## src/rtl/hdmi_line_packer_pkg.sv

```systemverilog
// Shared types and constants for the HDMI-to-LCD line packer.
// State encodings, packet width and words-per-line helper.
package fpga_lcd_pkg;

  typedef enum logic [1:0] {
    s_WAIT_FRAME,
    s_WAIT_LINE,
    s_ACTIVE,
    s_PAD
  } state_e;

  localparam int PACK_WIDTH      = 32;
  localparam int LINE_PIXELS_DEF = 1280;
  localparam int WORDS_PER_LINE  = LINE_PIXELS_DEF / PACK_WIDTH;

  // Words per line for a given active line width.
  function automatic int words_per_line(int lp);
    return lp / PACK_WIDTH;
  endfunction

endpackage

```

## src/rtl/hdmi_line_packer_bit_packer.sv

```systemverilog
// 32-bit pixel-bit shift register with fill count and zero-fill flush.
// Ports: shift_i/bit_i in, flush_i, clear_i; word_o/complete_o out.
module bit_packer
  import fpga_lcd_pkg::*;
(
  input  logic                  clk_i,
  input  logic                  rst_i,
  input  logic                  shift_i,
  input  logic                  bit_i,
  input  logic                  flush_i,
  input  logic                  clear_i,
  output logic [PACK_WIDTH-1:0] word_o,
  output logic                  complete_o
);

  localparam int FW = $clog2(PACK_WIDTH);

  logic [PACK_WIDTH-1:0] sr_q, sr_d;
  logic [FW-1:0]         fill_q, fill_d;
  logic [PACK_WIDTH-1:0] shifted;

  assign shifted = {sr_q[PACK_WIDTH-2:0], bit_i};

  always_comb begin
    sr_d       = sr_q;
    fill_d     = fill_q;
    word_o     = sr_q;
    complete_o = 1'b0;
    if (clear_i) begin
      sr_d   = '0;
      fill_d = '0;
    end else if (shift_i) begin
      word_o = shifted;
      if (fill_q == FW'(PACK_WIDTH - 1)) begin
        complete_o = 1'b1;
        sr_d       = '0;
        fill_d     = '0;
      end else begin
        sr_d   = shifted;
        fill_d = fill_q + FW'(1);
      end
    end else if (flush_i) begin
      // Left-justify the partial word so the first pixel lands in bit 31.
      word_o     = sr_q << (7'(PACK_WIDTH) - {2'b00, fill_q});
      complete_o = (fill_q != '0);
      sr_d       = '0;
      fill_d     = '0;
    end
  end

  always_ff @(posedge clk_i) begin
    if (rst_i) begin
      sr_q   <= '0;
      fill_q <= '0;
    end else begin
      sr_q   <= sr_d;
      fill_q <= fill_d;
    end
  end

endmodule

```

## src/rtl/hdmi_line_packer.sv

```systemverilog
// Packs 24-bit RGB into 1-bpp 32-pixel words with line/frame alignment.
// Ports: HDMI clock/reset, pixel/DE/vSync/enable in; FIFO word/strobe, flags out.
module hdmi_line_packer
  import fpga_lcd_pkg::*;
#(
  parameter int LINE_PIXELS = 1280,
  parameter int FRAME_LINES = 1280,
  parameter int THRESHOLD   = 384
) (
  input  logic        i_hdmiClock,
  input  logic        i_reset,
  input  logic [23:0] i_hdmiData,
  input  logic        i_dataEnable,
  input  logic        i_vSync,
  input  logic        i_hdmiEnable,
  input  logic        i_fifoFull,
  output logic [31:0] o_fifoData,
  output logic        o_dataValid,
  output logic        o_frameActive,
  output logic        o_overflow,
  output logic        o_syncError
);

  localparam int WPL = words_per_line(LINE_PIXELS);
  localparam int PW  = $clog2(LINE_PIXELS + 1);
  localparam int LW  = $clog2(FRAME_LINES + 1);
  localparam int WW  = $clog2(WPL + 1);

  state_e         state_q, state_d;
  logic [PW-1:0]  pix_q, pix_d;
  logic [LW-1:0]  line_q, line_d;
  logic [WW-1:0]  word_q, word_d;
  logic [31:0]    data_q, data_d;
  logic           valid_q, valid_d;
  logic           active_q, active_d;
  logic           ovf_q, ovf_d;
  logic           serr_q, serr_d;
  logic           vs_q;
  logic           armed_q;

  logic           pk_shift, pk_flush, pk_clear;
  logic           pk_complete;
  logic [31:0]    pk_word;
  logic           pad_wr, line_end;
  logic           vs_rise;
  logic [9:0]     sum;
  logic           lit;

  assign sum = {2'b00, i_hdmiData[23:16]}
             + {2'b00, i_hdmiData[15:8]}
             + {2'b00, i_hdmiData[7:0]};
  assign lit = (sum >= 10'(THRESHOLD));

  // armed_q masks the first sample after reset so a vSync already
  // high at release is not seen as an edge.
  assign vs_rise = armed_q & i_vSync & ~vs_q;

  bit_packer u_packer (
    .clk_i      (i_hdmiClock),
    .rst_i      (i_reset),
    .shift_i    (pk_shift),
    .bit_i      (lit),
    .flush_i    (pk_flush),
    .clear_i    (pk_clear),
    .word_o     (pk_word),
    .complete_o (pk_complete)
  );

  always_comb begin
    state_d  = state_q;
    pix_d    = pix_q;
    line_d   = line_q;
    word_d   = word_q;
    data_d   = data_q;
    valid_d  = 1'b0;
    ovf_d    = ovf_q;
    serr_d   = serr_q;
    pk_shift = 1'b0;
    pk_flush = 1'b0;
    pk_clear = 1'b0;
    pad_wr   = 1'b0;
    line_end = 1'b0;

    if (vs_rise && state_q != s_WAIT_FRAME) begin
      pk_clear = 1'b1;
      serr_d   = 1'b1;
      pix_d    = '0;
      word_d   = '0;
      line_d   = '0;
      state_d  = i_hdmiEnable ? s_WAIT_LINE : s_WAIT_FRAME;
    end else begin
      unique case (state_q)
        s_WAIT_FRAME: begin
          if (vs_rise && i_hdmiEnable) begin
            line_d  = '0;
            pix_d   = '0;
            word_d  = '0;
            state_d = s_WAIT_LINE;
          end
        end
        s_WAIT_LINE: begin
          if (i_dataEnable) begin
            pk_shift = 1'b1;
            pix_d    = PW'(1);
            state_d  = s_ACTIVE;
          end
        end
        s_ACTIVE: begin
          if (i_dataEnable) begin
            if (pix_q < PW'(LINE_PIXELS)) begin
              pk_shift = 1'b1;
              pix_d    = pix_q + PW'(1);
            end else begin
              serr_d = 1'b1;
            end
          end else if (pix_q == PW'(LINE_PIXELS)) begin
            line_end = 1'b1;
          end else begin
            serr_d   = 1'b1;
            pk_flush = 1'b1;
            state_d  = s_PAD;
          end
        end
        s_PAD: begin
          if (i_dataEnable) begin
            serr_d   = 1'b1;
            pk_shift = 1'b1;
            pix_d    = PW'(1);
            word_d   = '0;
            state_d  = s_ACTIVE;
          end else if (word_q < WW'(WPL)) begin
            pad_wr   = 1'b1;
            line_end = (word_q + WW'(1) == WW'(WPL));
          end else begin
            line_end = 1'b1;
          end
        end
        default: state_d = s_WAIT_FRAME;
      endcase
    end

    // A dropped word still counts so the line stays aligned.
    if (pk_complete || pad_wr) begin
      word_d = word_q + WW'(1);
      if (i_fifoFull) begin
        ovf_d = 1'b1;
      end else begin
        valid_d = 1'b1;
        data_d  = pad_wr ? 32'd0 : pk_word;
      end
    end

    if (line_end) begin
      line_d  = line_q + LW'(1);
      pix_d   = '0;
      word_d  = '0;
      state_d = (line_q + LW'(1) == LW'(FRAME_LINES))
              ? s_WAIT_FRAME : s_WAIT_LINE;
    end

    active_d = (state_d != s_WAIT_FRAME);
  end

  always_ff @(posedge i_hdmiClock) begin
    if (i_reset) begin
      state_q  <= s_WAIT_FRAME;
      pix_q    <= '0;
      line_q   <= '0;
      word_q   <= '0;
      data_q   <= '0;
      valid_q  <= 1'b0;
      active_q <= 1'b0;
      ovf_q    <= 1'b0;
      serr_q   <= 1'b0;
      vs_q     <= 1'b0;
      armed_q  <= 1'b0;
    end else begin
      state_q  <= state_d;
      pix_q    <= pix_d;
      line_q   <= line_d;
      word_q   <= word_d;
      data_q   <= data_d;
      valid_q  <= valid_d;
      active_q <= active_d;
      ovf_q    <= ovf_d;
      serr_q   <= serr_d;
      vs_q     <= i_vSync;
      armed_q  <= 1'b1;
    end
  end

  assign o_fifoData    = data_q;
  assign o_dataValid   = valid_q;
  assign o_frameActive = active_q;
  assign o_overflow    = ovf_q;
  assign o_syncError   = serr_q;

endmodule

```

## config.mk

```make
export PLATFORM = sky130hd
export DESIGN_NAME = hdmi_line_packer
export DESIGN_NICKNAME = d
export VERILOG_FILES = /design/src/rtl/hdmi_line_packer_pkg.sv /design/src/rtl/hdmi_line_packer_bit_packer.sv /design/src/rtl/hdmi_line_packer.sv
export SDC_FILE = /design/constraint.sdc
export NUM_CORES = 1
export LEC_CHECK = 0
export ABC_AREA = 1
export CORE_MARGIN = 3
export CORE_UTILIZATION = 45
export DETAILED_ROUTE_END_ITERATION = 10
export MAX_ROUTING_LAYER = met4
export PLACE_DENSITY = 0.61
export SYNTH_ARGS = -nofsm -noshare
export SYNTH_HDL_FRONTEND = slang
export SYNTH_SLANG_ARGS = --single-unit
```

## constraint.sdc

```tcl
create_clock -name i_hdmiClock -period 3 [get_ports i_hdmiClock]
set_clock_uncertainty 0.15 [all_clocks]
set_input_delay 0.45 -clock i_hdmiClock [delete_from_list [all_inputs] [get_ports i_hdmiClock]]
set_output_delay 0.45 -clock i_hdmiClock [all_outputs]
set_load 0.05 [all_outputs]
```

==> metrics.csv <==
stage;metric;value;unit
timing;setup_viol;0;
clocking;clkLatencyLatePin;0.36;ns
yosys;ys.flop_type;dfxtp_1;
floorplan;die-width;133;um
yosys;syn_area_per_cell;6.35;um2
clocking;htreeDepth;3;
route;via_count;7503;
timing;fin_tns_setup;0;ns
floorplan;die_area;17700;um2
route;wirelength;21400;um
route;drtAntennaViolNets;0;
pwr;p_int;0.00245;W
run_status;status;finished clean;
grt;grt_usage;25.0;%
timing;worstMarginPinSlew;0.664;ns
placement;port-buffer-count;65;
setup_path;startpoint_type;flip-flop;
setup_path;cp_slowest_stage_delay;0.34;ns
timing;slew_headroom;55.7;%
grt;grt_max_degree;55;
setup_path;cp_data_required_time;3.15;ns
timing;rsz0062_at_grt;false;
clocking;cts_made_buffers;9;
pwr;power_leakage;3.27;nW
yosys;async_flop_share;0;%
floorplan;coreArea;15500;um2
clocking;cts_root_buffer;clkbuf_16;
yosys;synth-edff-count;0;
pwr;netSwitchingPower;0.00110;W
floorplan;die_h;133;um
timing;finalHoldViolations;0;
route;via_per_inst;5.38;
pwr;peakVddDrop;0.278;mV
pwr;powerDensity;424;nW/um2
route;drc;0;
timing;period_share;87.7;%
setup_path;path_delay_family;simple AND/OR/NAND/NOR gates;
clocking;cts_tree;done;
yosys;synth_cells;1141;
clocking;cts_repair_resize_count;0;
route;wl_per_cell;15.3;um
route;firstDrtPassIters;5;
final_layout;fin_cells;1394;
yosys;netlist_area;7240;um2
clocking;post-cts-setup-buffers;0;
clocking;cts.path.max_buffers;2;
pwr;swShare;31.0;%
yosys;synth.distinct_cells;45;
final_layout;syn2layout_area_growth;15.3;%
setup_path;cp.arrival;2.78;ns
final_layout;postLayoutCoreUtil;54.0;%
timing;fmax;380;MHz
clocking;cts.sinks;105;
placement;placed_cells;1379;
yosys;synth.net_count;1201;
setup_path;crit_type;flip-flop to flip-flop;
grt;grt_pass1_vias;6889;
setup_path;path_buf_inv;4;
clocking;cts_hold_buf;0;
setup_path;slowest_stage;dfxtp_1;
final_layout;design_area;8360;um2
floorplan;start_util;46.8;%
pwr;p_comb_share;23.3;%
pwr;sequentialPowerShare;40.3;%
yosys;yosys_warnings;0;
timing;final_max_slew_viol_count;0;
placement;gp_congestion;0.921;
timing;min_period;2.63;ns
grt;grt_pass1_wl;35200;um
placement;place_hpwl;15300;um
setup_path;cp_cell_sequence;inv_1 -> ha_1 -> nor3b_1 -> ha_1 -> inv_1 -> nand2_1 -> inv_1 -> buf_4 -> nand3_1 -> nand2_1 -> o21ai_0 -> nor2_1 -> nor2_1 -> nor2_1;
grt;overflow;0;
grt;antenna_found_initial;0;
setup_path;cp_max_fo;27;
yosys;ys_ff_latch;105;
hold_path;worstHoldPathType;flip-flop to flip-flop;
floorplan;num_rows;45;
placement;placed_area;8040;um2
floorplan;io_pins;66;
final_layout;drive_gt1_share;6.09;%
final_layout;final_nets;1239;
job;cap_violations;0;
yosys;seq_area_frac_synth;29.0;%
final_layout;diodes;0;
route;drtIter0Drc;613;
clocking;path_clk_slew;0.07;ns
pwr;p_clk_share;36.4;%
setup_path;end_kind;flip-flop;
-- final timing paths --
path,from,endpoint,slack (ns),depth (start not counted)
setup / recovery,u_packer.fill_q[0]$_SDFFE_PP0P_,o_fifoData[11]$_SDFFE_PP0P_,0.37,14
hold / removal,o_fifoData[23]$_SDFFE_PP0P_,o_fifoData[23]$_SDFFE_PP0P_,0.32,2
setup reg to reg,u_packer.fill_q[0]$_SDFFE_PP0P_,o_fifoData[11]$_SDFFE_PP0P_,0.37,14
hold reg to reg,o_fifoData[23]$_SDFFE_PP0P_,o_fifoData[23]$_SDFFE_PP0P_,0.32,2
-- stage by stage --
stage | setup WS [ns] | power, W | hold slack (ns)
6_report | 0.370 | 0.00355 | 0.317
5_1_grt | 0.0598 | 0.00373 | 0.337
4_1_cts | 0.358 | 0.00358 | 0.317
3_5_place_dp | -0.00160 | 0.00228 | 0.309
3_3_place_gp | 0.00172 | 0.00228 | 0.305
2_1_floorplan | 0.526 | 0.00204 | 0.290
-- worst reg2reg max path: stages (launching register included) --
cell	delay, ns
dfxtp_1	0.34
inv_1	0.08
ha_1	0.20
nor3b_1	0.25
ha_1	0.29
inv_1	0.06
nand2_1	0.14
inv_1	0.14
buf_4	0.32
nand3_1	0.12
nand2_1	0.07
o21ai_0	0.14
nor2_1	0.15
nor2_1	0.05
nor2_1	0.07
-- power groups by stage --
| stage | Combinational, W | Sequential [W] | Clock [W] |
|---|---|---|---|
| after floorplan | 0.000555 | 0.00149 | 0 |
| after global placement | 0.000814 | 0.00146 | 0 |
| after detailed placement | 0.000815 | 0.00146 | 0 |
| after CTS | 0.000824 | 0.00143 | 0.00133 |
| after global routing | 0.000924 | 0.00143 | 0.00138 |
| final | 0.000826 | 0.00143 | 0.00129 |
-- logic make-up (layout without fill, tap and decap cells) --
group	count (synthesis)	count (layout)	share of synthesized area, %
fa+ha+maj	30	30	6.11
compound gates	161	161	13.0
mux	1	1	0.138
flops	105	105	29.0
buf+inv	161	203	9.74
simple gates	672	672	40.6
xor+xnor	11	11	1.43
-- routing by layer --
metal | share of wire, % | global-route usage, %
met1 | 42 | 31.5
met2 | 48 | 40.6
met3 | 5.7 | 3.69
met4 | 4.2 | 9.70
met5 | 0 | -
-- cell usage after synthesis, types with 2 or more instances --
cell type,instances,area (um2)
a21oi_1,89,445
a22oi_1,9,67.6
buf_2,32,160
buf_4,5,37.5
buf_6,5,56.3
clkbuf_1,17,63.8
clkinv_1,2,7.51
dfxtp_1,105,2100
fa_1,9,180
ha_1,21,263
inv_1,89,334
inv_2,9,33.8
nand2_1,320,1200
nand2_2,6,37.5
nand3_1,202,1010
nand3_4,2,35.0
nand3b_1,7,52.6
nand4_1,9,56.3
nor2_1,104,390
nor2_2,3,18.8
nor3_1,10,50.1
nor3b_1,2,15.0
o211ai_1,17,128
o211ai_2,6,75.1
o21ai_0,24,120
o21ai_1,3,15.0
o22ai_1,6,37.5
o31ai_1,2,15.0
or2_2,2,12.5
xor2_1,9,78.8
-- cells in the final DEF (no fill, tap or decap), types with 10 or more instances in the layout --
cell and count:
a21oi_1 89, o211ai_1 17, nor3_1 10, ha_1 21, clkdlybuf4s50_1 64, nand3_1 202, inv_1 89, nor2_1 104
o21ai_0 24, nand2_1 320, dfxtp_1 105, buf_4 19
-- final cells by class --
type | count | area (um2)
clock buffer | 11 | 243
multi-input combinational | 875 | 4440
fill | 1608 | 7130
clock inverter | 4 | 77.6
tap | 211 | 264
sequential | 105 | 2100
inverter | 101 | 384
timing repair buffer | 87 | 848
-- registers in the layout (all words and copies together), names as in the netlist --
name and count:
o_fifoData 32, u_packer.sr_q 32, line_q 11, pix_q 11, word_q 6, u_packer.fill_q 5
state_q 2, armed_q 1, o_dataValid 1, o_frameActive 1, o_overflow 1, o_syncError 1
vs_q 1
Note: power is estimated with default switching activity, not from simulation.
